### config.mk
export PLATFORM = sky130hd
export DESIGN_NAME = multicycle_control
export DESIGN_NICKNAME = d
export VERILOG_FILES = /design/src/rtl/multicycle_control.sv
export SDC_FILE = /design/constraint.sdc
export NUM_CORES = 1
export LEC_CHECK = 0
export ABC_CLOCK_PERIOD_IN_PS = 3600
export BUFFER_PORTS_ARGS = -buffer_cell sky130_fd_sc_hd__buf_2
export CAP_MARGIN = 20
export CORE_ASPECT_RATIO = 1.5
export CORE_MARGIN = 10
export CORE_UTILIZATION = 45
export CTS_CLUSTER_DIAMETER = 120
export DETAILED_ROUTE_END_ITERATION = 16
export PLACE_DENSITY = 0.78
export SLEW_MARGIN = 20
export SYNTH_ARGS = -nofsm -noshare
export SYNTH_HDL_FRONTEND = slang
export SYNTH_SLANG_ARGS = --single-unit
### constraint.sdc
create_clock -name clk -period 3.6 [get_ports clk]
set_input_delay 0.9 -clock clk [delete_from_list [all_inputs] [get_ports clk]]
set_output_delay 0.9 -clock clk [all_outputs]
set_load 0.1 [all_outputs]
### src/rtl/multicycle_control.sv
`default_nettype none
// ============================================================================
// Module   : multicycle_control
// Purpose  : Multi-cycle MIPS control sequencer. It steps each instruction
//            through fetch, decode, execute, memory and writeback, and drives
//            per-state strobes for a shared ALU and a unified memory. It also
//            counts retired instructions.
// Revision : 1.0 - initial release
// ============================================================================
module multicycle_control #(
  parameter int CNT_W         = 16,
  parameter bit USE_MEM_READY = 1'b1
) (
  input  logic             clk,
  input  logic             rst_n,
  input  logic [5:0]       opcode,
  input  logic             zero,
  input  logic             mem_ready,
  output logic             pc_en,
  output logic             iord,
  output logic             memread,
  output logic             memwrite,
  output logic             irwrite,
  output logic             memtoreg,
  output logic             regdst,
  output logic             regwrite,
  output logic             alusrca,
  output logic [1:0]       alusrcb,
  output logic [1:0]       aluop,
  output logic [1:0]       pcsource,
  output logic             illegal,
  output logic [3:0]       state,
  output logic [CNT_W-1:0] instr_count
);

  typedef enum logic [3:0] {
    S_FETCH  = 4'd0,
    S_DECODE = 4'd1,
    S_MEMADR = 4'd2,
    S_MEMRD  = 4'd3,
    S_MEMWB  = 4'd4,
    S_MEMWR  = 4'd5,
    S_EXEC   = 4'd6,
    S_ALUWB  = 4'd7,
    S_BRANCH = 4'd8,
    S_ADDIEX = 4'd9,
    S_ADDIWB = 4'd10,
    S_JUMP   = 4'd11
  } state_e;

  localparam logic [5:0] OP_RTYPE = 6'b000000;
  localparam logic [5:0] OP_LW    = 6'b100011;
  localparam logic [5:0] OP_SW    = 6'b101011;
  localparam logic [5:0] OP_BEQ   = 6'b000100;
  localparam logic [5:0] OP_ADDI  = 6'b001000;
  localparam logic [5:0] OP_J     = 6'b000010;

  localparam logic [CNT_W-1:0] CNT_ONE = {{(CNT_W-1){1'b0}}, 1'b1};

  state_e            state_q, state_d;
  logic [CNT_W-1:0]  count_q, count_d;
  logic              retire;
  logic              mem_rdy;

  // With the handshake disabled, every memory access completes in one cycle.
  assign mem_rdy = mem_ready | ~USE_MEM_READY;

  assign state       = state_q;
  assign instr_count = count_q;

  // State and retired-instruction counter registers.
  always_ff @(posedge clk or negedge rst_n) begin
    if (!rst_n) begin
      state_q <= S_FETCH;
      count_q <= '0;
    end else begin
      state_q <= state_d;
      count_q <= count_d;
    end
  end

  // Next-state logic and Moore-style strobe decode. Only the fetch/branch
  // PC enables and the memory stall exits look at inputs.
  always_comb begin
    state_d  = S_FETCH;
    retire   = 1'b0;
    pc_en    = 1'b0;
    iord     = 1'b0;
    memread  = 1'b0;
    memwrite = 1'b0;
    irwrite  = 1'b0;
    memtoreg = 1'b0;
    regdst   = 1'b0;
    regwrite = 1'b0;
    alusrca  = 1'b0;
    alusrcb  = 2'b00;
    aluop    = 2'b00;
    pcsource = 2'b00;
    illegal  = 1'b0;

    case (state_q)
      S_FETCH: begin
        memread = 1'b1;
        alusrcb = 2'b01;
        irwrite = mem_rdy;
        pc_en   = mem_rdy;
        state_d = mem_rdy ? S_DECODE : S_FETCH;
      end
      S_DECODE: begin
        // The branch target is computed here, before beq is recognised.
        alusrcb = 2'b11;
        case (opcode)
          OP_RTYPE:     state_d = S_EXEC;
          OP_LW, OP_SW: state_d = S_MEMADR;
          OP_BEQ:       state_d = S_BRANCH;
          OP_ADDI:      state_d = S_ADDIEX;
          OP_J:         state_d = S_JUMP;
          default: begin
            state_d = S_FETCH;
            illegal = 1'b1;
          end
        endcase
      end
      S_MEMADR: begin
        alusrca = 1'b1;
        alusrcb = 2'b10;
        // The IR holds the opcode, so only lw or sw can reach this state.
        state_d = (opcode == OP_SW) ? S_MEMWR : S_MEMRD;
      end
      S_MEMRD: begin
        memread = 1'b1;
        iord    = 1'b1;
        state_d = mem_rdy ? S_MEMWB : S_MEMRD;
      end
      S_MEMWB: begin
        memtoreg = 1'b1;
        regwrite = 1'b1;
        retire   = 1'b1;
      end
      S_MEMWR: begin
        // memwrite stays high for the whole stall.
        memwrite = 1'b1;
        iord     = 1'b1;
        state_d  = mem_rdy ? S_FETCH : S_MEMWR;
        retire   = mem_rdy;
      end
      S_EXEC: begin
        alusrca = 1'b1;
        aluop   = 2'b10;
        state_d = S_ALUWB;
      end
      S_ALUWB: begin
        regdst   = 1'b1;
        regwrite = 1'b1;
        retire   = 1'b1;
      end
      S_BRANCH: begin
        alusrca  = 1'b1;
        aluop    = 2'b01;
        pcsource = 2'b01;
        pc_en    = zero;
        retire   = 1'b1;
      end
      S_ADDIEX: begin
        alusrca = 1'b1;
        alusrcb = 2'b10;
        state_d = S_ADDIWB;
      end
      S_ADDIWB: begin
        regwrite = 1'b1;
        retire   = 1'b1;
      end
      S_JUMP: begin
        pcsource = 2'b10;
        pc_en    = 1'b1;
        retire   = 1'b1;
      end
      // Codes 12-15: all strobes stay 0, and the next edge goes to FETCH.
      default: state_d = S_FETCH;
    endcase

    // Hold every strobe low while reset is asserted, even though the
    // register already reads FETCH.
    if (!rst_n) begin
      pc_en    = 1'b0;
      iord     = 1'b0;
      memread  = 1'b0;
      memwrite = 1'b0;
      irwrite  = 1'b0;
      memtoreg = 1'b0;
      regdst   = 1'b0;
      regwrite = 1'b0;
      alusrca  = 1'b0;
      alusrcb  = 2'b00;
      aluop    = 2'b00;
      pcsource = 2'b00;
      illegal  = 1'b0;
    end
  end

  // Retired-instruction counter; wraps modulo 2^CNT_W.
  always_comb begin
    count_d = count_q;
    if (retire) count_d = count_q + CNT_ONE;
  end

endmodule
`default_nettype wire

==> flow_summary.html <==
<table>
<tr><th>Metric</th><th>Value</th></tr>
<tr><th colspan="2">Drt</th></tr>
<tr><td>M1 WL</td><td>1400 um</td></tr>
<tr><td>Antenna-violating nets left</td><td>0</td></tr>
<tr><td>Detailed router's first-iteration violation count</td><td>51</td></tr>
<tr><td>Met3 Routed Length</td><td>348 um</td></tr>
<tr><td>Total iterations of the first detailed-routing run</td><td>4</td></tr>
<tr><td>Vias</td><td>1322</td></tr>
<tr><td>Met2 routed wirelength</td><td>1900 um</td></tr>
<tr><td>Avg Vias per Cell</td><td>5.67</td></tr>
<tr><td>Highest Signal Layer</td><td>met4</td></tr>
<tr><td>Number of DRC violations after detailed routing</td><td>0</td></tr>
<tr><td>Wirelength, routed</td><td>3690 um</td></tr>
<tr><td>Average wire per cell in the routed design</td><td>15.9 um</td></tr>
<tr><th colspan="2">Placed design</th></tr>
<tr><td>Final RePlAce weighted congestion</td><td>0.773</td></tr>
<tr><td>Half-perimeter wire length after placement</td><td>2940 um</td></tr>
<tr><td>Port Buf Inserts</td><td>45</td></tr>
<tr><td>Placed cells</td><td>230</td></tr>
<tr><td>Setup Slack @ Placement</td><td>0.603 ns</td></tr>
<tr><th colspan="2">Synth</th></tr>
<tr><td>Synthesized instance count</td><td>153</td></tr>
<tr><td>Share of synthesized flip-flops with an asynchronous set or reset</td><td>100%</td></tr>
<tr><td>Number of distinct standard cells referenced by the synthesized netlist</td><td>42</td></tr>
<tr><td>Synth warnings</td><td>0</td></tr>
<tr><td>Syn Nets</td><td>164</td></tr>
<tr><td>Syn avg cell area</td><td>9.04 um^2</td></tr>
<tr><td>Cell area after synthesis</td><td>1380 um^2</td></tr>
<tr><td>Seq/Total Area, Yosys</td><td>36.2%</td></tr>
<tr><td>EDFF count, synth</td><td>0</td></tr>
<tr><td>Flip-flop and latch count after synthesis</td><td>20</td></tr>
<tr><td>Top flip-flop cell by instance count after synthesis</td><td>sky130_fd_sc_hd__dfrtp_1</td></tr>
<tr><th colspan="2">Setup path</th></tr>
<tr><td>Worst Path Arrival</td><td>2.17 ns</td></tr>
<tr><td>Kind of end point of the critical path</td><td>output pin</td></tr>
<tr><td>Worst setup SP type</td><td>flip-flop</td></tr>
<tr><td>Req. time, crit path</td><td>2.70 ns</td></tr>
<tr><td>Worst-case reg-to-reg path depth</td><td>4</td></tr>
<tr><td>Endpoint of the worst-slack reg-to-reg timing path</td><td>instr_count[1]$_DFFE_PN0P_</td></tr>
<tr><td>Maximum fanout along the worst path</td><td>14</td></tr>
<tr><td>Origin of the critical flop-to-flop path</td><td>state[1]$_DFF_PN0_</td></tr>
<tr><td>Flop-to-flop setup slack</td><td>1.37 ns</td></tr>
<tr><td>Worst setup path category</td><td>reg -&gt; out</td></tr>
<tr><th colspan="2">Final layout</th></tr>
<tr><td>Net count of the finished layout</td><td>207</td></tr>
<tr><td>Leading cell types in the layout, fill and taps excluded</td><td>45 x sky130_fd_sc_hd__buf_2, 20 x sky130_fd_sc_hd__dfrtp_1, 16 x sky130_fd_sc_hd__xor2_1</td></tr>
<tr><td>Ratio of cells with drive above 1 in the final layout</td><td>36.6%</td></tr>
<tr><td>Area growth from synthesis to layout</td><td>23.1%</td></tr>
<tr><td># diodes</td><td>0</td></tr>
<tr><td>Most frequent standard cell in the layout excluding fill and tap cells</td><td>sky130_fd_sc_hd__buf_2</td></tr>
<tr><td>Fin cells</td><td>233</td></tr>
<tr><th colspan="2">CTS</th></tr>
<tr><td>Cell at the root of the clock tree</td><td>sky130_fd_sc_hd__clkbuf_8</td></tr>
<tr><td># Post-CTS Setup Buffers</td><td>0</td></tr>
<tr><td>Num CTS Buffers</td><td>3</td></tr>
<tr><td>Clock tree from TritonCTS</td><td>yes</td></tr>
<tr><td>Number of buffers on the longest clock path</td><td>2</td></tr>
<tr><td>Max H-tree Level</td><td>1</td></tr>
<tr><td>Post-CTS Hold Fix Bufs</td><td>0</td></tr>
<tr><td>Clock transition at the registers of the reported paths</td><td>0.07 ns</td></tr>
<tr><td>Clock network latency to the later pin of the worst-skew pair</td><td>0.25 ns</td></tr>
<tr><td>Total of cells resized after clock tree synthesis</td><td>0</td></tr>
<tr><td>Clock sink count</td><td>20</td></tr>
<tr><th colspan="2">Min path</th></tr>
<tr><td>Endpoint with the worst hold slack</td><td>instr_count[15]$_DFFE_PN0P_</td></tr>
<tr><td>Launch instance of the worst min-delay path</td><td>instr_count[15]$_DFFE_PN0P_</td></tr>
<tr><td>Worst min-delay path category</td><td>reg -&gt; reg</td></tr>
<tr><td>Worst hold path depth</td><td>1</td></tr>
<tr><th colspan="2">Die</th></tr>
<tr><td>I/O pin count</td><td>46</td></tr>
<tr><td>Die Y-Extent</td><td>87.9 um</td></tr>
<tr><td>Area enclosed by the die boundary</td><td>5740 um^2</td></tr>
<tr><td>Die extent in x</td><td>65.3 um</td></tr>
<tr><td>Std-Cell Rows</td><td>24</td></tr>
<tr><td>Effective utilization at floorplan</td><td>47.0%</td></tr>
<tr><td>Area of the placeable core</td><td>2940 um^2</td></tr>
<tr><th colspan="2">STA</th></tr>
<tr><td>Maximum clock frequency</td><td>325 MHz</td></tr>
<tr><td>Slew at the pin closest to its max-slew limit</td><td>0.772 ns</td></tr>
<tr><td>Setup repair after global routing missed its margin</td><td>false</td></tr>
<tr><td>Skew final</td><td>0.00113 ns</td></tr>
<tr><td>Max-slew headroom at the worst pin</td><td>48.5%</td></tr>
<tr><td>Hold WS</td><td>0.482 ns</td></tr>
<tr><td>Hold violation total from the final report</td><td>0</td></tr>
<tr><td>Minimum clock period</td><td>3.07 ns</td></tr>
<tr><td>Final Max Slew Viols</td><td>0</td></tr>
<tr><td>Minimum setup slack in the final design</td><td>0.526 ns</td></tr>
<tr><td>Final setup violating endpoints</td><td>0</td></tr>
<tr><td>Period utilisation layout</td><td>85.4%</td></tr>
<tr><th colspan="2">Status</th></tr>
<tr><td>Outcome</td><td>finished, final reports clean</td></tr>
<tr><th colspan="2">Power and ir drop</th></tr>
<tr><td>Highest ir drop seen on vdd</td><td>0.000442 V</td></tr>
<tr><td>Static leakage power</td><td>0.839 nW</td></tr>
<tr><td>Power per cell area</td><td>684 nW/um^2</td></tr>
<tr><th colspan="2">GRT</th></tr>
<tr><td>Global-route usage over all layers</td><td>13.1%</td></tr>
<tr><td>First-pass GRT wire length</td><td>6180 um</td></tr>
<tr><td>Antenna violations before repair</td><td>0</td></tr>
<tr><td>Overall overflow remaining after global route</td><td>0</td></tr>
<tr><td>Vias in the first global route</td><td>1405</td></tr>
<tr><td>Largest net degree at the start of global routing</td><td>19</td></tr>
<tr><th colspan="2">Run</th></tr>
<tr><td>Total of max-cap violations</td><td>0</td></tr>
</table>
-- registers in the layout, indices dropped and copies added, names as in the netlist --
name / flops
state: 4
instr_count: 16
-- power by group --
part	total, mW	internal, mW	switching [mW]
Clock	0.142	0.0745	0.0675
Combinational	0.689	0.128	0.561
Sequential	0.333	0.254	0.0797
Total	1.16	0.456	0.708
-- synthesized netlist by cell type, drive strengths merged (2+ instances only) --
library cell | count | share of area, %
buf | 4 | 2.1
or3 | 2 | 0.90
nor2b | 6 | 2.7
nand2b | 5 | 2.4
nor4b | 3 | 2.4
xor2 | 16 | 10
nor3 | 13 | 4.7
o21ai | 4 | 1.4
nand3 | 7 | 2.5
a21oi | 9 | 3.8
nand2 | 10 | 2.7
inv | 2 | 0.54
mux2 | 3 | 2.4
nor4 | 7 | 5.4
dfrtp | 20 | 36
nor2 | 9 | 2.4
nor3b | 2 | 1.1
clkbuf | 4 | 1.1
nand4 | 8 | 3.6
and4 | 4 | 2.5
xnor2 | 2 | 1.3
-- worst max path at each step --
stage                        from  endpoint  slack (ns)  cells past startpoint
2_1_floorplan  state[3]$_DFF_PN0_  aluop[0]       -0.77                      3
3_3_place_gp            opcode[5]   illegal        0.67                      6
3_5_place_dp            opcode[5]   illegal        0.60                      6
4_1_cts        state[3]$_DFF_PN0_  regwrite        0.53                      5
5_1_grt        state[3]$_DFF_PN0_  regwrite        0.40                      5
6_report       state[3]$_DFF_PN0_  regwrite        0.53                      5
-- cell families after synthesis --
group	count (synthesis)	synth area share [%]
buffers and inverters	10	3.71
adders and majority gates	1	0.904
AOI/OAI and AO/OA	20	9.31
muxes	3	2.44
xor gates and xnor gates	18	11.4
DFF	20	36.2
and+or+nand+nor	81	36.1
-- area by class of cell --
class / instances / area [um^2]
flip-flops and latches: 20 / 500
well taps: 39 / 48.8
inverters: 2 / 7.51
fillers: 287 / 1240
clock buffers: 3 / 41.3
multi-input cells: 123 / 872
repair buffers: 46 / 233
-- stage by stage --
stage / util [%] / setup TNS, ns / area [um^2] / total power [mW]
6_report: 57.9 / 0 / 1700 / 1.16
5_1_grt: 57.9 / 0 / 1700 / 1.22
4_1_cts: 57.9 / 0 / 1700 / 1.17
3_5_place_dp: 56.5 / 0 / 1660 / 1.03
3_3_place_gp: 56.5 / 0 / 1660 / 1.01
2_1_floorplan: - / -2.34 / 1420 / 0.914
-- routing by layer --
metal	vias to the layer above	GRT usage [%]
li1	647	-
met4	0	5.47
met1	616	13.0
met3	6	5.50
met2	53	23.3
met5	-	0
-- critical path, stage by stage, from the launching register on --
cell and delay, ns:
sky130_fd_sc_hd__dfrtp_1 0.64, sky130_fd_sc_hd__nor2b_1 0.43, sky130_fd_sc_hd__mux2_2 0.23, sky130_fd_sc_hd__a22oi_1 0.07, sky130_fd_sc_hd__nor2b_2 0.12, sky130_fd_sc_hd__buf_2 0.43
(Power assumes the default switching activity.)
